==> config.mk <==
export PLATFORM = sky130hd
export DESIGN_NAME = pipe_ctrl
export DESIGN_NICKNAME = d
export VERILOG_FILES = /design/src/rtl/pipe_pkg.sv /design/src/rtl/pipe_meta_reg.sv /design/src/rtl/pipe_ctrl.sv
export SDC_FILE = /design/constraint.sdc
export NUM_CORES = 1
export LEC_CHECK = 0
export ABC_AREA = 1
export CORE_MARGIN = 2
export CORE_UTILIZATION = 63
export CTS_BUF_LIST = sky130_fd_sc_hd__clkbuf_16
export CTS_CLUSTER_DIAMETER = 120
export DETAILED_ROUTE_END_ITERATION = 8
export DONT_BUFFER_PORTS = 1
export GPL_ROUTABILITY_DRIVEN = 1
export MAX_ROUTING_LAYER = met4
export PLACE_DENSITY = 0.79
export SYNTH_ARGS = -nofsm -noshare
export SYNTH_HDL_FRONTEND = slang
export SYNTH_SLANG_ARGS = --single-unit
==> constraint.sdc <==
create_clock -name clk -period 4 [get_ports clk]
set_clock_uncertainty 0.2 [all_clocks]
set_input_delay 1 -clock clk [delete_from_list [all_inputs] [get_ports clk]]
set_output_delay 1 -clock clk [all_outputs]
set_load 0.02 [all_outputs]
==> src/rtl/pipe_pkg.sv <==
// Shared types and helpers for the pipeline control block.
package pipe_pkg;

   localparam int RF_ADDR_W = 5;
   localparam logic [RF_ADDR_W-1:0] REG_ZERO = 5'd0;

   typedef struct packed {
      logic [RF_ADDR_W-1:0] rs1;
      logic [RF_ADDR_W-1:0] rs2;
      logic [RF_ADDR_W-1:0] rd;
      logic                 regwrite;
      logic                 memread;
      logic                 memwrite;
   } stage_meta_t;

   typedef enum logic {
      RUN     = 1'b0,
      MEMWAIT = 1'b1
   } ctrl_state_e;

   // A stage that does not really write the RF carries rd=0/regwrite=0, so the
   // forwarding unit never sees a live-looking destination without a write.
   function automatic stage_meta_t meta_canon(input stage_meta_t m);
      stage_meta_t r;
      r = m;
      if (!m.regwrite || (m.rd == REG_ZERO)) begin
         r.rd       = REG_ZERO;
         r.regwrite = 1'b0;
      end
      return r;
   endfunction

endpackage

==> src/rtl/pipe_meta_reg.sv <==
// One pipeline-stage hazard metadata register (flush wins over enable).
module pipe_meta_reg
   import pipe_pkg::*;
(
   input  logic        clk,
   input  logic        rst,
   input  logic        en,
   input  logic        flush,
   input  stage_meta_t d,
   output stage_meta_t q
);

   // Capture canonicalised metadata when enabled, load a bubble on flush.
   always_ff @(posedge clk or posedge rst) begin
      if (rst) begin
         q <= '0;
      end else if (flush) begin
         q <= '0;
      end else if (en) begin
         q <= meta_canon(d);
      end
   end

endmodule

==> src/rtl/pipe_ctrl.sv <==
// Pipeline control and hazard block: load-use stall, branch flush and
// data-memory wait handling, plus stage metadata for the forwarding unit.
// Optional macro PIPE_PERF_CNT_EN adds perf_lu_stalls / perf_flushes /
// perf_mem_wait event counters (CNT_W bits, wrapping).
//
// state   | meaning
// --------+------------------------------------------------------------
// RUN     | normal flow; hazards checked in order mem wait, branch, load-use
// MEMWAIT | EX/MEM load/store waiting on dmem_ready; front of pipe held,
//         | MEM/WB fed bubbles, wait counter running (saturating)
module pipe_ctrl
   import pipe_pkg::*;
#(
   parameter int XLEN_RF_ADDR = 5,
   parameter int MEM_TIMEOUT  = 16
`ifdef PIPE_PERF_CNT_EN
   ,parameter int CNT_W       = 32
`endif
) (
   input  logic                    clk,
   input  logic                    rst,
   input  logic                    id_valid,
   input  logic [XLEN_RF_ADDR-1:0] id_rs1,
   input  logic [XLEN_RF_ADDR-1:0] id_rs2,
   input  logic [XLEN_RF_ADDR-1:0] id_rd,
   input  logic                    id_regwrite,
   input  logic                    id_memread,
   input  logic                    id_memwrite,
   input  logic                    ex_branch_taken,
   input  logic                    dmem_ready,
   output logic                    pc_en,
   output logic                    ifid_en,
   output logic                    ifid_flush,
   output logic                    idex_flush,
   output logic                    pipe_hold,
   output logic [XLEN_RF_ADDR-1:0] ex_src1,
   output logic [XLEN_RF_ADDR-1:0] ex_src2,
   output logic [XLEN_RF_ADDR-1:0] exmem_dest,
   output logic [XLEN_RF_ADDR-1:0] memwb_dest,
   output logic                    exmem_regwrite,
   output logic                    memwb_regwrite,
   output logic                    mem_err
`ifdef PIPE_PERF_CNT_EN
   ,output logic [CNT_W-1:0]       perf_lu_stalls
   ,output logic [CNT_W-1:0]       perf_flushes
   ,output logic [CNT_W-1:0]       perf_mem_wait
`endif
);

   localparam int WCNT_W = $clog2(MEM_TIMEOUT + 1);
   localparam logic [WCNT_W-1:0] WCNT_MAX = WCNT_W'(MEM_TIMEOUT);

   stage_meta_t       id_meta;
   stage_meta_t       idex_q;
   stage_meta_t       exmem_q;
   stage_meta_t       memwb_q;
   ctrl_state_e       state_q;
   ctrl_state_e       state_d;
   logic [WCNT_W-1:0] wait_cnt_q;
   logic [WCNT_W-1:0] wait_cnt_d;
   logic              mem_op;
   logic              hold;
   logic              load_use;
   logic              err_set;
   logic              meta_unused;

   // An invalid ID slot enters ID/EX as a bubble.
   always_comb begin
      id_meta = '0;
      if (id_valid) begin
         id_meta.rs1      = id_rs1;
         id_meta.rs2      = id_rs2;
         id_meta.rd       = id_rd;
         id_meta.regwrite = id_regwrite;
         id_meta.memread  = id_memread;
         id_meta.memwrite = id_memwrite;
      end
   end

   assign mem_op   = exmem_q.memread | exmem_q.memwrite;
   assign load_use = id_valid & idex_q.memread & (idex_q.rd != REG_ZERO) &
                     ((idex_q.rd == id_rs1) | (idex_q.rd == id_rs2));

   // Next state, wait counter and stage controls; outputs forced idle in reset.
   always_comb begin
      state_d    = state_q;
      wait_cnt_d = '0;
      err_set    = 1'b0;
      hold       = 1'b0;
      pc_en      = 1'b1;
      ifid_en    = 1'b1;
      ifid_flush = 1'b0;
      idex_flush = 1'b0;
      pipe_hold  = 1'b0;

      case (state_q)
         RUN: begin
            hold = mem_op & ~dmem_ready;
            if (hold) state_d = MEMWAIT;
         end
         MEMWAIT: begin
            hold = ~dmem_ready;
            if (!hold) state_d = RUN;
         end
         default: state_d = RUN;
      endcase

      // The cycle that enters MEMWAIT is the first counted wait cycle.
      if (state_d == MEMWAIT) begin
         wait_cnt_d = (wait_cnt_q == WCNT_MAX) ? wait_cnt_q : wait_cnt_q + 1'b1;
         err_set    = (wait_cnt_d == WCNT_MAX);
      end

      if (rst) begin
         pc_en   = 1'b0;
         ifid_en = 1'b0;
      end else if (hold) begin
         pc_en     = 1'b0;
         ifid_en   = 1'b0;
         pipe_hold = 1'b1;
      end else if (ex_branch_taken) begin
         ifid_flush = 1'b1;
         idex_flush = 1'b1;
      end else if (load_use) begin
         pc_en      = 1'b0;
         ifid_en    = 1'b0;
         idex_flush = 1'b1;
      end
   end

   // FSM state, wait counter and the sticky timeout flag.
   always_ff @(posedge clk or posedge rst) begin
      if (rst) begin
         state_q    <= RUN;
         wait_cnt_q <= '0;
         mem_err    <= 1'b0;
      end else begin
         state_q    <= state_d;
         wait_cnt_q <= wait_cnt_d;
         if (err_set) mem_err <= 1'b1;
      end
   end

   pipe_meta_reg u_idex (
      .clk   (clk),
      .rst   (rst),
      .en    (~pipe_hold),
      .flush (idex_flush),
      .d     (id_meta),
      .q     (idex_q)
   );

   pipe_meta_reg u_exmem (
      .clk   (clk),
      .rst   (rst),
      .en    (~pipe_hold),
      .flush (1'b0),
      .d     (idex_q),
      .q     (exmem_q)
   );

   pipe_meta_reg u_memwb (
      .clk   (clk),
      .rst   (rst),
      .en    (1'b1),
      .flush (pipe_hold),
      .d     (exmem_q),
      .q     (memwb_q)
   );

   assign ex_src1        = idex_q.rs1;
   assign ex_src2        = idex_q.rs2;
   assign exmem_dest     = exmem_q.rd;
   assign exmem_regwrite = exmem_q.regwrite;
   assign memwb_dest     = memwb_q.rd;
   assign memwb_regwrite = memwb_q.regwrite;

   // Later-stage source fields are carried along but not needed here.
   assign meta_unused = ^{idex_q.regwrite, idex_q.memwrite,
                          exmem_q.rs1, exmem_q.rs2,
                          memwb_q.rs1, memwb_q.rs2, memwb_q.memread, memwb_q.memwrite};

`ifdef PIPE_PERF_CNT_EN
   // Event counters: one count per cycle of each condition, free-running wrap.
   always_ff @(posedge clk or posedge rst) begin
      if (rst) begin
         perf_lu_stalls <= '0;
         perf_flushes   <= '0;
         perf_mem_wait  <= '0;
      end else begin
         if (idex_flush && !ifid_flush) perf_lu_stalls <= perf_lu_stalls + 1'b1;
         if (ifid_flush)                perf_flushes   <= perf_flushes + 1'b1;
         if (pipe_hold)                 perf_mem_wait  <= perf_mem_wait + 1'b1;
      end
   end
`endif

endmodule

# Word-level counts from Yosys, hierarchy flattened
# Cells that the tools add are included.
# Widths: inputs -> output; s select.
[totals]
elab_cells = 66
register_bits = 39
in_bits = 23
[classes]
n_eq_ne = 5
addsub = 1
n_reduce_logical = 10
muxes = 27
bitwise = 8
[op_table]
columns = ["op", "count"]
rows = [
  ["$mux 18", 3],
  ["$mux 6", 3],
  ["$mux 1", 16],
  ["$logic_not 5->1", 3],
  ["$eq 5x5->1", 2],
  ["$eq 5x5->1 const B", 2],
  ["$mux 5", 2],
  ["$mux 8", 1],
  ["$add 5x1->5 const B", 1],
  ["$reduce_bool 5->1", 1],
  ["$and 1x1->1", 4],
  ["$pmux 1 s2", 2],
  ["$logic_not 1->1", 3],
  ["$logic_or 1x1->1", 3],
  ["$ne 2x2->1 const B", 1],
  ["$not 1->1", 2],
  ["$or 1x1->1", 2],
]

# Depth between registers and ports, before layout
[logic_depth]
word_depth = 8
ltp_mapped = 12
depth_no_buf = 11

# Hierarchy
# Synthesis repeated with hierarchy kept, for this count alone.
[hier_totals]
cells_unflattened = 327
hier_area_um2 = 2912.8
[modules_own_cells]
columns = ["mod", "area_per_inst_um2", "n_inst", "cells_each"]
rows = [
  ["pipe_meta_reg", 709.4, 3, 60],
  ["pipe_ctrl", 784.5, 1, 147],
]

# Least setup slack after synthesis
# OpenSTA, ideal clock, no wires.
[synth_path]
path_type = "input -> output"
from = "input port rst"
to = "output port pipe_hold"
required_time_ns = 2.800
path_buffers = 1
cell_stages = 4
arrival_time_ns = 2.490
path_slack_ns = 0.310
cell_sequence = "inv_1 > nand2_2 > inv_2 > buf_2"
[synth_via]
elab_chain_cells = 1
[synth_rtl]
columns = ["item", "line_no", "rtl"]
rows = [
  ["start, declared", "pipe_ctrl.sv:21", "input logic rst,"],
  ["$mux 1", "pipe_ctrl.sv:114", "if (rst) begin"],
  ["end, declared", "pipe_ctrl.sv:35", "output logic pipe_hold,"],
]
# Every way passes these cells.

# Worst setup path in the final report
[layout_path]
from = "input port dmem_ready"
to = "output port pipe_hold"
[layout_via]
elab_chain_cells = 5
[layout_rtl]
columns = ["item", "line_no", "rtl"]
rows = [
  ["start, declared", "pipe_ctrl.sv:30", "input logic dmem_ready,"],
  ["$not 1->1 (*)", "pipe_ctrl.sv:98, pipe_ctrl.sv:102", ""],
  ["$and 1x1->1", "pipe_ctrl.sv:98", "hold = mem_op & ~dmem_ready;"],
  ["$pmux 1 s2 (*)", "pipe_ctrl.sv:96", "case (state_q)"],
  ["$mux 1 (*)", "pipe_ctrl.sv:117", "end else if (hold) begin"],
  ["$mux 1 (*)", "pipe_ctrl.sv:114", ""],
]
# Mark *: on every way between the ends. The rest lies on a longest branch, timed or not.

==> flow_metrics.tcl <==
set metrics [dict create \
    status "finished, final reports clean" \
    report.final.slew_viol_count 0 \
    worstSetupPathType "primary input to output port" \
    grt_max_degree 40 \
    wirelength_mm 3.942 \
    drt-pass1-iter-count 4 \
    min_period_over_period 0.7753 \
    grt_pass1_wl_mm 6.920 \
    synth.yosys.seq_area_share 0.4522 \
    rsz0062_at_grt "no" \
    cts_buffers 5 \
    wl_per_cell_um 12.72 \
    synth_area_leader_cell "dfrtp_1" \
    die_w_um 62.53 \
    synthArstFlopShare 1.000 \
    drive_gt1_frac 0.1515 \
    max_cap_violations 0 \
    syn_nets 302 \
    tns_ns 0 \
    syn_inst 277 \
    place_ws_ns 0.9105 \
    place_area_um2 2067 \
    synth.most_common_cell "nand2_1" \
    dp_hpwl_mm 2.745 \
    fin_ws_ns 0.8989 \
    fin_util 0.6738 \
    synth_edf_count 0 \
    design.die.area_um2 3910 \
    ys.flop_type "dfrtp_1" \
    htree_levels 2 \
    postCtsSetupRepairBufs 0 \
    power-per-cell-area_nw_per_um2 453.7 \
    clk_latency_ns 0.28 \
    min_path_type "flip-flop to flip-flop" \
    max_freq_ghz 0.3225 \
    die_h_um 62.53 \
    clk_pin_slew_ns 0.05 \
    yosysTopAreaCellShare 0.4522 \
    ys_ff_latch 39 \
    cts_tree "built" \
    drc 0 \
    ir_worst_vdd_v 0.0002783 \
    clock-root-buffer "clkbuf_16" \
    synthTopCellsByCount "83 x nand2_1, 39 x dfrtp_1, 38 x inv_1, 22 x nand3_1, 20 x nor2_1" \
    globalRouteOverflowTotal 0 \
    cts_hold_buf 0 \
    area_growth_pct 3.362 \
    io_pins 51 \
    cts_sinks 39 \
    first_global_vias 1535 \
    ys_warn_count 0 \
    synth_area_leaders "dfrtp_1 45%, nand2_1 14%, inv_1 6.6%, buf_4 5.6%, nand3_1 5.1%" \
    worstMarginPinSlew_ns 0.6250 \
    postSynthAreaPerCell_um2 7.792 \
    nets 288 \
    cts-resized-gates 0 \
    start_util 0.6519 \
    cts_buffer_depth 2 \
    ant_nets 0 \
    port_buffers 0 \
    report.final.setup_viol 0 \
    core-area_um2 3311 \
    viasPerCell 5.174 \
    gp_congestion 0.9012 \
    end_kind "output port" \
    stdcell_count 310 \
    period_minus_slack_ns 3.101 \
    crit_fanout 28 \
    fillCellCount 313 \
    diodes 0 \
    critPathLaunchType "primary input" \
    p_leak_nw 1.271 \
    vias 1604 \
    rows 21 \
    synth_area_um2 2158 \
    max_slew_margin 0.5801 \
    dp.cells 302 \
    cp.required_ns 2.80 \
    critPathArrivalTime_ns 1.90 \
    fin_area_um2 2231 \
    hold_viol_final 0 \
    grt_usage 0.2317 \
    grt_antenna_before_repair 0 \
    ys_types 25 \
    first_iter_violations 53 \
]
==> sequential cells by signal, indices dropped and copies added, names as in the netlist <==
name,flops
mem_err,1
state_q,1
u_exmem.q,8
u_idex.q,18
u_memwb.q,6
wait_cnt_q,5
==> routing by layer <==
metal	share of wire	GRT usage
met5	0	-
met3	0.071	0.06126
met1	0.45	0.2948
met4	0.012	0.08889
met2	0.47	0.3575
==> worst max-delay path, cell delays in order <==
cell,delay [ns]
nor2_4,0.16
nand2_2,0.06
buf_4,0.24
inv_2,0.42
==> cells in the final DEF, fill, tap and decap left out, drive strengths merged <==
cell	synthesis	layout
bufinv	0	1
nand3	31	31
o22ai	3	3
xnor2	3	3
or2	1	1
clkbuf	0	5
ha	2	2
nor2	22	22
inv	43	43
nand2	96	96
nand4	1	1
clkinv	1	3
dfrtp	39	39
nor3	4	4
xor2	2	2
o21ai	5	5
buf	23	2
o21bai	1	1
==> path summary, 6_finish.rpt <==
check,end,slack (ns),cells after the start,start
worst max-delay path,pipe_hold,0.90,4,dmem_ready
worst min-delay path,u_exmem.q[0]$_DFFE_PP0N_,0.28,2,u_idex.q[0]$_DFFE_PP0P_
worst max register to register,u_exmem.q[7]$_DFFE_PP0N_,2.04,7,u_exmem.q[0]$_DFFE_PP0N_
worst min register to register,u_exmem.q[0]$_DFFE_PP0N_,0.28,2,u_idex.q[0]$_DFFE_PP0P_
max in group asynchronous,u_idex.q[9]$_DFFE_PP0P_,2.70,2,rst
min in group asynchronous,u_memwb.q[3]$_DFF_PP0_,0.57,2,rst
==> per-stage QoR <==
step,hold WS (ns),total power [mW]
after floorplan,0.2492,0.5797
after global placement,0.2642,0.5808
after detailed placement,0.2634,0.5843
after CTS,0.2794,1.023
after global routing,0.3290,1.064
final,0.2797,1.012
==> cells by family after synthesis <==
family / count (synthesis) / share of synthesized area
AOI/OAI and AO/OA: 9 / 0.02377
buffers and inverters: 67 / 0.1525
adders and majority gates: 2 / 0.01159
and+or+nand+nor: 155 / 0.3397
DFF: 39 / 0.4522
xor gates and xnor gates: 5 / 0.02029
==> power by group <==
part	switching (mW)	internal, mW	total (mW)
Clock	0.146	0.290	0.436
Combinational	0.0824	0.0391	0.121
Sequential	0.0358	0.419	0.455
==> layout make-up <==
type / count / area, um^2 / area share
Timing Repair Buffer: 2 / 15.01 / 0.006730
Clock inverter: 3 / 38.79 / 0.01739
Inverter: 44 / 165.2 / 0.07403
Tap cell: 46 / 57.56 / 0.02580
Sequential cell: 39 / 975.9 / 0.4375
Clock buffer: 5 / 125.1 / 0.05609
Multi-Input combinational cell: 171 / 853.3 / 0.3825
Power figures use the tool's default switching activity.
